===== src/rtl/shift_add_mult.sv =====
// Sequential unsigned shift-and-add multiplier built around one ripple-carry adder_p.
// Optional build macro SHIFT_ADD_ZERO_SKIP_EN: zero operands bypass RUN and finish in one cycle.

module adder_p #(
  parameter int SIZE = 32
) (
  input  logic [SIZE-1:0] A,
  input  logic [SIZE-1:0] B,
  input  logic            cin,
  output logic [SIZE-1:0] SUM,
  output logic            cout
);

  logic [SIZE:0] carry;

  assign carry[0] = cin;

  for (genvar i = 0; i < SIZE; i++) begin : g_fa
    assign SUM[i]       = A[i] ^ B[i] ^ carry[i];
    assign carry[i + 1] = (A[i] & B[i]) | (carry[i] & (A[i] ^ B[i]));
  end

  assign cout = carry[SIZE];

endmodule

module shift_add_mult #(
  parameter int SIZE = 32
) (
  input  logic              clk,
  input  logic              rst,
  input  logic              start,
  input  logic [SIZE-1:0]   a,
  input  logic [SIZE-1:0]   b,
  output logic              busy,
  output logic              done,
  output logic [2*SIZE-1:0] product,
  output logic [1:0]        dbg_state_o
);

  localparam int CW = $clog2(SIZE + 1);
  localparam logic [CW-1:0] LAST_CNT = CW'(SIZE - 1);

  // Handshake: start is sampled on a rising edge only while busy is low
  // (IDLE or DONE); busy marks the SIZE RUN cycles, done is a one-cycle
  // pulse during which product is valid, and the two never overlap.
  typedef enum logic [1:0] {
    IDLE = 2'd0,
    RUN  = 2'd1,
    DONE = 2'd2
  } state_t;

  state_t              state_q, state_d;
  logic [SIZE-1:0]     m_q, m_d;
  logic [2*SIZE-1:0]   p_q, p_d;
  logic [CW-1:0]       cnt_q, cnt_d;
  logic [2*SIZE-1:0]   product_q, product_d;

  logic [SIZE-1:0]     add_a;
  logic [SIZE-1:0]     add_b;
  logic [SIZE-1:0]     add_sum;
  logic                add_cout;
  logic [2*SIZE-1:0]   p_shift;

  assign add_a = p_q[2*SIZE-1:SIZE];
  assign add_b = p_q[0] ? m_q : '0;

  adder_p #(
    .SIZE (SIZE)
  ) u_adder (
    .A    (add_a),
    .B    (add_b),
    .cin  (1'b0),
    .SUM  (add_sum),
    .cout (add_cout)
  );

  // Carry-out becomes the new MSB, so the shifted value never overflows.
  assign p_shift = {add_cout, add_sum, p_q[SIZE-1:1]};

  always_comb begin
    state_d   = state_q;
    m_d       = m_q;
    p_d       = p_q;
    cnt_d     = cnt_q;
    product_d = product_q;
    case (state_q)
      IDLE, DONE: begin
        state_d = IDLE;
        if (start) begin
          m_d     = a;
          p_d     = {{SIZE{1'b0}}, b};
          cnt_d   = '0;
          state_d = RUN;
`ifdef SHIFT_ADD_ZERO_SKIP_EN
          if ((a == '0) || (b == '0)) begin
            state_d   = DONE;
            product_d = '0;
          end
`endif
        end
      end
      RUN: begin
        p_d   = p_shift;
        cnt_d = cnt_q + CW'(1);
        if (cnt_q == LAST_CNT) begin
          state_d   = DONE;
          product_d = p_shift;
        end
      end
      default: begin
        state_d = IDLE;
      end
    endcase
  end

  always_ff @(posedge clk) begin
    if (rst) begin
      state_q   <= IDLE;
      m_q       <= '0;
      p_q       <= '0;
      cnt_q     <= '0;
      product_q <= '0;
    end else begin
      state_q   <= state_d;
      m_q       <= m_d;
      p_q       <= p_d;
      cnt_q     <= cnt_d;
      product_q <= product_d;
    end
  end

  assign busy        = (state_q == RUN);
  assign done        = (state_q == DONE);
  assign product     = product_q;
  assign dbg_state_o = state_q;

endmodule


===== config.mk =====
export PLATFORM = sky130hd
export DESIGN_NAME = shift_add_mult
export DESIGN_NICKNAME = d
export VERILOG_FILES = /design/src/rtl/shift_add_mult.sv
export SDC_FILE = /design/constraint.sdc
export NUM_CORES = 1
export LEC_CHECK = 0
export BUFFER_PORTS_ARGS = -buffer_cell sky130_fd_sc_hd__buf_4
export CAP_MARGIN = 40
export CORE_MARGIN = 1.5
export CORE_UTILIZATION = 40
export DETAILED_ROUTE_END_ITERATION = 6
export PLACE_DENSITY_LB_ADDON = 0.08
export SKIP_CTS_REPAIR_TIMING = 1
export SYNTH_ARGS = -nofsm -noshare
export SYNTH_HDL_FRONTEND = slang
export SYNTH_SLANG_ARGS = --single-unit

===== constraint.sdc =====
create_clock -name clk -period 17.05 [get_ports clk]
set_clock_uncertainty 0.2 [all_clocks]
set_input_delay 3.41 -clock clk [delete_from_list [all_inputs] [get_ports clk]]
set_output_delay 3.41 -clock clk [all_outputs]
set_load 0.01 [all_outputs]

==> flow_summary.yaml, run 1 <==
outcome:
  run_status: "complete, but fails checks"
  violations: "design-rule violations"
floorplanning:
  initial_core_util_pct: 41.3
  die_w_um: 140
  rows: 49
  die-area_um2: 19600
  die_y_um: 140
  coreArea_um2: 18100
  pin_count: 135
synth:
  synth_compound_gate_area_share_pct: 22.3
  synth_top_family_by_area: "compound AO/OA/AOI/OAI gates"
  synth_top_area_share_pct: 44.9
  synthAdderAreaFrac_pct: 8.62
  avgSynthCellArea_um2: 8.97
  synth_mux_area_share_pct: 0.451
  syn_nets: 935
  synth.most_common_cell: "dfxtp_1"
  ys_async_sr_fraction_pct: 0
  synth_edf_count: 0
  synth_flop_cell: "dfxtp_1"
  yosysTopAreaCell: "dfxtp_1"
  synth-seq-cells: 168
  seq_area_frac_synth_pct: 44.9
  synth-xor-area-share_pct: 0
  yosysUniqueCellTypes: 34
  yosys.area_share.simple_pct: 16.2
  synth_top_cells_by_count: "dfxtp_1, a21oi_1, nand3_1"
  postSynthCellCount: 835
  synth_area_leaders: "dfxtp_1, a21oi_1, fa_1"
  mappedNetlistArea_um2: 7490
  yosys_warnings: 0
timing:
  holdWs_ps: 256
  max_slew_margin_pct: 43.4
  period_share_pct: 85.4
  timing_hold_violations_final: 0
  fin_crit_ps: 14570
  tightest_slew_ps: 849
  setup_violations: 0
  finalSetupTns_ps: 0
  rsz0062_at_grt: "false"
  max_freq_mhz: 68.7
  maxSlewViolCount: 0
clocking:
  root_buffer: "clkbuf_16"
  cts_buffers: 17
  cts_buffer_depth: 2
  insertion_delay_ps: 420
  cts_tree: "done"
  cts.clk_slew.worst_paths_ps: 60
  htree_levels: 4
  cts.sinks: 168
setup_path:
  slowest_stage: "fa_1"
  worst_path_most_repeated_cell: "fa_1"
  crit_type: "reg2reg"
  slowest_delay_ps: 500
  r2r_slack_ps: 2480
  path_buf_inv: 1
  cp_max_fo: 32
  cp-start-kind: "flip-flop"
  cp-end-kind: "flip-flop"
  cp.arrival_ps: 14700
  crit_family: "adder cells"
  critPathRequiredTime_ps: 17190
placed_design:
  hpwlAfterDp_um: 11400
  post-place-cells: 1122
  place_congestion: 0.763
  portBuffers: 134
drt:
  drcViolationCount: 11
  vias_per_cell: 5.42
  drt-initial-drc-count: 315
  postRouteAntennaNets: 0
  wirelength_um: 19200
  drt_pass1_iterations: 7
  wl_per_cell_um: 16.7
  vias: 6259
power_and_ir_drop:
  leakage_nw: 2.99
  swShare_pct: 26.4
  power_frac_seq_pct: 49.0
  power_density_nw_per_um2: 92.9
  intPower_mw: 0.618
  total_power_mw: 0.839
  power.switching_mw: 0.221
  clkPwrFrac_pct: 43.1
  peakVddDrop_mv: 0.0664
  comb_power_share_pct: 7.9
global_route:
  use_met3_pct: 4.92
  grt.busiest_layer: "met2"
  grt_remaining_overflow: 0
  use_met1_pct: 25.5
  antenna_found_initial: 0
  grt_pass1_wl_um: 32300
  globalRouteMet2Util_pct: 34.7
  grt_start_max_net_pins: 92
  grt_usage_pct: 20.2
  grt_pass1_vias: 6430
final_layout:
  finalNetCount: 1012
  diodes: 0
  layout-drive-gt1-share_pct: 23.4
  fillCellCount: 1747
  area_growth_pct: 20.5
  regArea_um2: 3360
  multi_input_area_um2: 3580
  layout.cells.non_filler: 1154
worst_hold_path:
  min_path_type: "reg2reg"
flow_run:
  maxCapViolCount: 0
## logic make-up after synthesis
group	count (synthesis)
compound gates	262
simple gates	250
flops	168
buf+inv	119
fa+ha+maj	33
mux	3
## per-layer routing
metal  part of all wire, %  vias to the layer above
met3                   5.7                       14
met1                    45                     3023
met2                    48                      165
li1                      -                     3057
met4                  0.89                        0
met5                     0                        -
## power by group through the flow
stage	combinational [mW]	clock (mW)	sequential [mW]
floorplan	0.0442	0	0.417
global route	0.0738	0.388	0.412
CTS	0.0671	0.372	0.411
finish	0.0662	0.362	0.411
detailed placement	0.0670	0	0.420
global placement	0.0650	0	0.419
## state kept, by name, indices dropped and copies added (netlist names)
register / flops
m_q: 32
dbg_state_o: 2
product: 64
p_q: 64
cnt_q: 6
## final timing paths
| path | cells after the start | to | startpoint |
|---|---|---|---|
| hold reg to reg | 2 | m_q[0] | m_q[0] |
| setup reg to reg | 35 | p_q[62] | p_q[0] |
| setup / recovery | 35 | p_q[62] | p_q[0] |
| hold / removal | 2 | m_q[0] | m_q[0] |
## cells in the final DEF (no fill, tap or decap), types with 5 or more instances in the layout
| master | count |
|---|---|
| nand2_1 | 96 |
| o21ai_0 | 30 |
| fa_1 | 31 |
| a21oi_1 | 131 |
| nand2b_1 | 33 |
| clkbuf_16 | 17 |
| nand3_1 | 101 |
| dfxtp_1 | 168 |
| buf_4 | 141 |
| inv_1 | 32 |
| a211oi_2 | 30 |
| a22oi_1 | 32 |
| a31oi_1 | 33 |
| clkinv_4 | 5 |
## stage by stage
step | instance area (um2) | setup WS (ps) | utilization [%]
floorplan | 7490 | 3060 | -
global placement | 8430 | 2670 | 46.4
detailed placement | 8480 | 2550 | 46.7
CTS | 9020 | 2400 | 49.7
global route | 9020 | 1940 | 49.7
finish | 9020 | 2480 | 49.7
## cell type report
cell class	instances	area share, %
Clock buffer	18	4.76
Clock inverter	14	1.33
Inverter	33	1.40
Multi-Input combinational cell	548	39.7
Sequential cell	168	37.3
Tap cell	229	3.17
Timing Repair Buffer	144	12.4
## tightest hold or removal path, stage by stage, from the launching register on
cell	delay (ps)
dfxtp_1	300
nand2_1	50
a21oi_1	60
Note: power is estimated with default switching activity, not from simulation.
==> inputs of run 2 (changes only) <==
--- a/config.mk
+++ b/config.mk
@@ -11,6 +11,7 @@
 export CORE_UTILIZATION = 40
 export DETAILED_ROUTE_END_ITERATION = 6
 export PLACE_DENSITY_LB_ADDON = 0.08
+export REMOVE_ABC_BUFFERS = 1
 export SKIP_CTS_REPAIR_TIMING = 1
 export SYNTH_ARGS = -nofsm -noshare
 export SYNTH_HDL_FRONTEND = slang
==> run 2 against run 1 <==
The flow still finishes with violations (design-rule violations). Maximum frequency rose by 0.37%. Global-route usage about the same. Utilization up 0.77 points. Critical path depth is 2 higher. Count of clock-buffer cells in the layout did not move. Sequential power hardly changed. Power grew 8.2%. Critical endpoint unchanged. Worst hold slack improved by 1.5 ps. Final area rose by 1.5%.
==> flow_summary.yaml, run 2 (synthesis gave the netlist of run 1 again) <==
global_route:
  grt_remaining_overflow: 0
  grt_pass1_wl_um: 31700
  antenna_found_initial: 0
  grt_pass1_vias: 6160
  grt_usage_pct: 20.2
  grt_start_max_net_pins: 79
clocking:
  cts.sinks: 168
  cts_buffer_depth: 2
  cts_tree: "done"
  htree_levels: 4
  insertion_delay_ps: 430
  cts.clk_slew.worst_paths_ps: 70
  cts_buffers: 17
  root_buffer: "clkbuf_16"
power_and_ir_drop:
  leakage_nw: 3.06
  peakVddDrop_mv: 0.0749
  total_power_mw: 0.907
  power_density_nw_per_um2: 99.0
timing:
  finalSetupTns_ps: 0
  max_slew_margin_pct: 43.9
  tightest_slew_ps: 841
  layout_setup_ws_ps: 2540
  maxSlewViolCount: 0
  timing_hold_violations_final: 0
  max_freq_mhz: 68.9
  period_share_pct: 85.1
  fin_crit_ps: 14510
  setup_violations: 0
  rsz0062_at_grt: "false"
floorplanning:
  rows: 49
  coreArea_um2: 18100
  die-area_um2: 19600
  initial_core_util_pct: 41.3
  die_y_um: 140
  die_w_um: 140
  pin_count: 135
final_layout:
  area_growth_pct: 22.4
  layout-drive-gt1-share_pct: 23.5
  final_common_cell: "dfxtp_1"
  diodes: 0
  final_cell_mix: "dfxtp_1, buf_4, a21oi_1"
  finalNetCount: 1013
drt:
  postRouteAntennaNets: 0
  wl_per_cell_um: 16.9
  drcViolationCount: 6
  drt_pass1_iterations: 7
  wirelength_um: 19500
  vias_per_cell: 5.49
  vias: 6341
  drt-initial-drc-count: 413
worst_hold_path:
  worstHoldStart: "m_q[25]"
  min_path_type: "reg2reg"
  whs_path_depth: 2
  whs_endpoint: "m_q[25]"
placed_design:
  portBuffers: 134
  hpwlAfterDp_um: 11600
  place_congestion: 0.758
  dpl_worst_slack_ps: 2430
setup_path:
  cp.arrival_ps: 14670
  slowest_stage: "fa_1"
  reg2reg_depth: 37
  r2r_slack_ps: 2540
  critPathRequiredTime_ps: 17210
  cp_max_fo: 33
  r2r-start: "p_q[0]"
  crit_type: "reg2reg"
  r2r-end: "p_q[62]"
  cp-end-kind: "flip-flop"
  cp-start-kind: "flip-flop"
  slowest_delay_ps: 490
  worst_path_most_repeated_cell: "fa_1"
outcome:
  run_status: "complete, but fails checks"
  violations: "design-rule violations"
flow_run:
  maxCapViolCount: 0
[run 2: cell count changes in the layout (fill, tap and decap cells not counted)]
| cell | before | now |
|---|---|---|
| clkinvlp_4 | 4 | 3 |
| clkbuf_1 | 1 | 0 |
| bufinv_16 | 0 | 5 |
| inv_6 | 4 | 2 |
| buf_16 | 1 | 2 |
| clkinv_4 | 5 | 3 |
| clkbuf_8 | 0 | 1 |
| inv_8 | 1 | 0 |
| clkinv_2 | 0 | 1 |
[run 2: final cells by class]
| type | instances | area [um2] |
|---|---|---|
| Inverter | 33 | 126 |
| Clock inverter | 14 | 221 |
| Fill cell | 1761 | 8980 |
| Clock buffer | 18 | 439 |
| Sequential cell | 168 | 3360 |
| Multi-Input combinational cell | 548 | 3580 |
| Timing Repair Buffer | 145 | 1140 |
| Tap cell | 229 | 287 |
[run 2: worst max-delay path: cells and delay by family (launching register included)]
family / cells / cell delay (ps)
and+or+nand+nor: 2 / 350
DFF: 1 / 310
AOI/OAI and AO/OA: 1 / 130
buffers and inverters: 2 / 370
adders and majority gates: 32 / 13080
[run 2: routing by layer]
metal	wire length, um	GRT usage [%]	share of wire [%]
met1	8630	25.9	44
met2	9640	34.2	49
met3	998	4.06	5.1
met4	276	6.32	1.4
met5	0	0	0
[run 2: worst max path at each step]
stage                       from  endpoint  slack [ps]  cells after the start
final                     p_q[0]   p_q[62]        2540                     37
after global routing      p_q[0]   p_q[62]        1930                     37
after CTS                 p_q[0]   p_q[62]        2430                     37
after detailed placement  p_q[0]   p_q[62]        2430                     37
after global placement    p_q[0]   p_q[62]        2610                     37
after floorplan           p_q[0]   p_q[62]        2750                     36
[run 2: through the flow]
stage	hold slack [ps]	util [%]	instances	area, um2
after floorplan	226	-	749	7050
after global placement	239	46.4	1120	8430
after detailed placement	250	46.9	1123	8500
after CTS	259	50.5	1155	9160
after global routing	274	50.5	1155	9160
final	258	50.5	1155	9160
[run 2: where the power goes]
| group | internal [mW] | leakage (nW) | switching [mW] |
|---|---|---|---|
| logic | 0.0248 | 1.39 | 0.0429 |
| clock network | 0.265 | 0.313 | 0.164 |
| registers | 0.403 | 1.36 | 0.00722 |
==> inputs of run 3 (changes only) <==
--- a/config.mk
+++ b/config.mk
@@ -7,8 +7,9 @@
 export LEC_CHECK = 0
 export BUFFER_PORTS_ARGS = -buffer_cell sky130_fd_sc_hd__buf_4
 export CAP_MARGIN = 40
+export CORE_ASPECT_RATIO = 1.2
 export CORE_MARGIN = 1.5
-export CORE_UTILIZATION = 40
+export CORE_UTILIZATION = 56
 export DETAILED_ROUTE_END_ITERATION = 6
 export PLACE_DENSITY_LB_ADDON = 0.08
 export REMOVE_ABC_BUFFERS = 1
==> run 3 against run 2 <==
The run now ends clean. Global-route usage is 6.3 points higher. Maximum frequency is 1.1% lower. Sequential share of layout area is 0.68 points higher. Critical path depth stayed put. Sequential power hardly changed. Worst setup slack worse by 160 ps.
==> flow_summary.yaml, run 3 (synthesis gave the netlist of run 1 again) <==
outcome:
  run_status: "complete, no violations"
power_and_ir_drop:
  power_density_nw_per_um2: 96.2
  peakVddDrop_mv: 0.0563
  leakage_nw: 3.04
clocking:
  cts_tree: "done"
  htree_levels: 4
  cts.clk_slew.worst_paths_ps: 60
  insertion_delay_ps: 430
  cts_buffer_depth: 2
  root_buffer: "clkbuf_16"
  cts_buffers: 17
  cts.sinks: 168
global_route:
  antenna_found_initial: 0
  grt_remaining_overflow: 0
  grt_pass1_wl_um: 29200
  grt_pass1_vias: 5973
  grt_usage_pct: 26.5
  grt_start_max_net_pins: 88
final_layout:
  fillCellCount: 1071
  regArea_um2: 3360
  final_common_cell: "dfxtp_1"
  area_growth_pct: 20.1
  layout.cells.non_filler: 1093
  final_cell_mix: "dfxtp_1, buf_4, a21oi_1"
  diodes: 0
  finalNetCount: 1012
  layout-drive-gt1-share_pct: 23.1
  multi_input_area_um2: 3580
  design_area_um2: 9000
floorplanning:
  die_y_um: 130
  coreArea_um2: 13100
  die-area_um2: 14100
  rows: 46
  pin_count: 135
  initial_core_util_pct: 57.1
  die_w_um: 109
setup_path:
  cp-start-kind: "flip-flop"
  crit_type: "reg2reg"
  critPathRequiredTime_ps: 17210
  slowest_delay_ps: 500
  reg2reg_depth: 37
  worst_path_most_repeated_cell: "fa_1"
  cp_max_fo: 33
  crit_family: "adder cells"
  slowest_stage: "fa_1"
  path_buf_inv: 2
  cp-end-kind: "flip-flop"
  critical_path_depth: 37
  cp.arrival_ps: 14840
timing:
  setup_violations: 0
  max_slew_margin_pct: 40.2
  maxSlewViolCount: 0
  fin_crit_ps: 14670
  timing_hold_violations_final: 0
  tightest_slew_ps: 895
  rsz0062_at_grt: "false"
  period_share_pct: 86.1
  max_freq_mhz: 68.2
  finalSetupTns_ps: 0
placed_design:
  hpwlAfterDp_um: 11000
  portBuffers: 134
  place_congestion: 0.800
  post-place-cells: 1061
  post_dp_cell_area_um2: 8410
drt:
  postRouteAntennaNets: 0
  drt-initial-drc-count: 497
  drcViolationCount: 0
  wl_per_cell_um: 16.8
  wirelength_um: 18400
  vias_per_cell: 5.84
  vias: 6382
  drt_pass1_iterations: 5
flow_run:
  maxCapViolCount: 0
worst_hold_path:
  whs_path_depth: 2
  min_path_type: "reg2reg"
-- run 3: cell count changes in the layout (fill, tap and decap cells not counted), sizes merged --
| cell | change |
|---|---|
| clkinvlp | -3 |
| inv | -2 |
| buf | -1 |
| bufinv | -2 |
| clkinv | +3 |
| clkbuf | +4 |
-- run 3: area by class of cell --
class | count | area share, %
tap | 168 | 2.34
sequential | 168 | 37.4
clock buffer | 22 | 5.16
timing repair buffer | 144 | 12.5
clock inverter | 10 | 1.39
inverter | 33 | 1.40
multi-input combinational | 548 | 39.8
-- run 3: final timing paths --
path	from	endpoint	slack, ps
worst min-delay path	m_q[15]	m_q[15]	250
worst min register to register	m_q[15]	m_q[15]	250
worst max register to register	p_q[0]	p_q[62]	2380
worst max-delay path	p_q[0]	p_q[62]	2380
-- run 3: report_power, final --
group | switching, mW | leakage, nW | internal [mW]
Clock | 0.152 | 0.297 | 0.236
Combinational | 0.0422 | 1.38 | 0.0246
Sequential | 0.00747 | 1.36 | 0.404
Total | 0.201 | 3.04 | 0.664
-- run 3: worst register-to-register path: cells and delay by family (launching register included) --
family	cells	cell delay, ps
buffers and inverters	2	400
flip-flops	1	300
AND/OR/NAND/NOR	2	380
adder cells (fa/ha/maj)	32	13220
AO/OA/AOI/OAI	1	140
-- run 3: per-layer routing --
metal	part of all wire [%]	routed length (um)	GRT usage, %	up-vias
li1	-	-	-	3062
met1	43	7820	33.2	3090
met2	50	9130	44.2	206
met3	6.1	1130	6.34	24
met4	1.5	280	9.91	0
met5	0	0	0	-
-- run 3: through the flow --
step                hold slack, ps  setup WS [ps]  utilization [%]  total power [mW]
detailed placement             247           2370             64.1             0.486
finish                         255           2380             68.6             0.866
floorplan                      226           2750                -             0.450
global route                   275           1830             68.6             0.894
CTS                            256           2330             68.6             0.870
global placement               241           2640             63.6             0.482
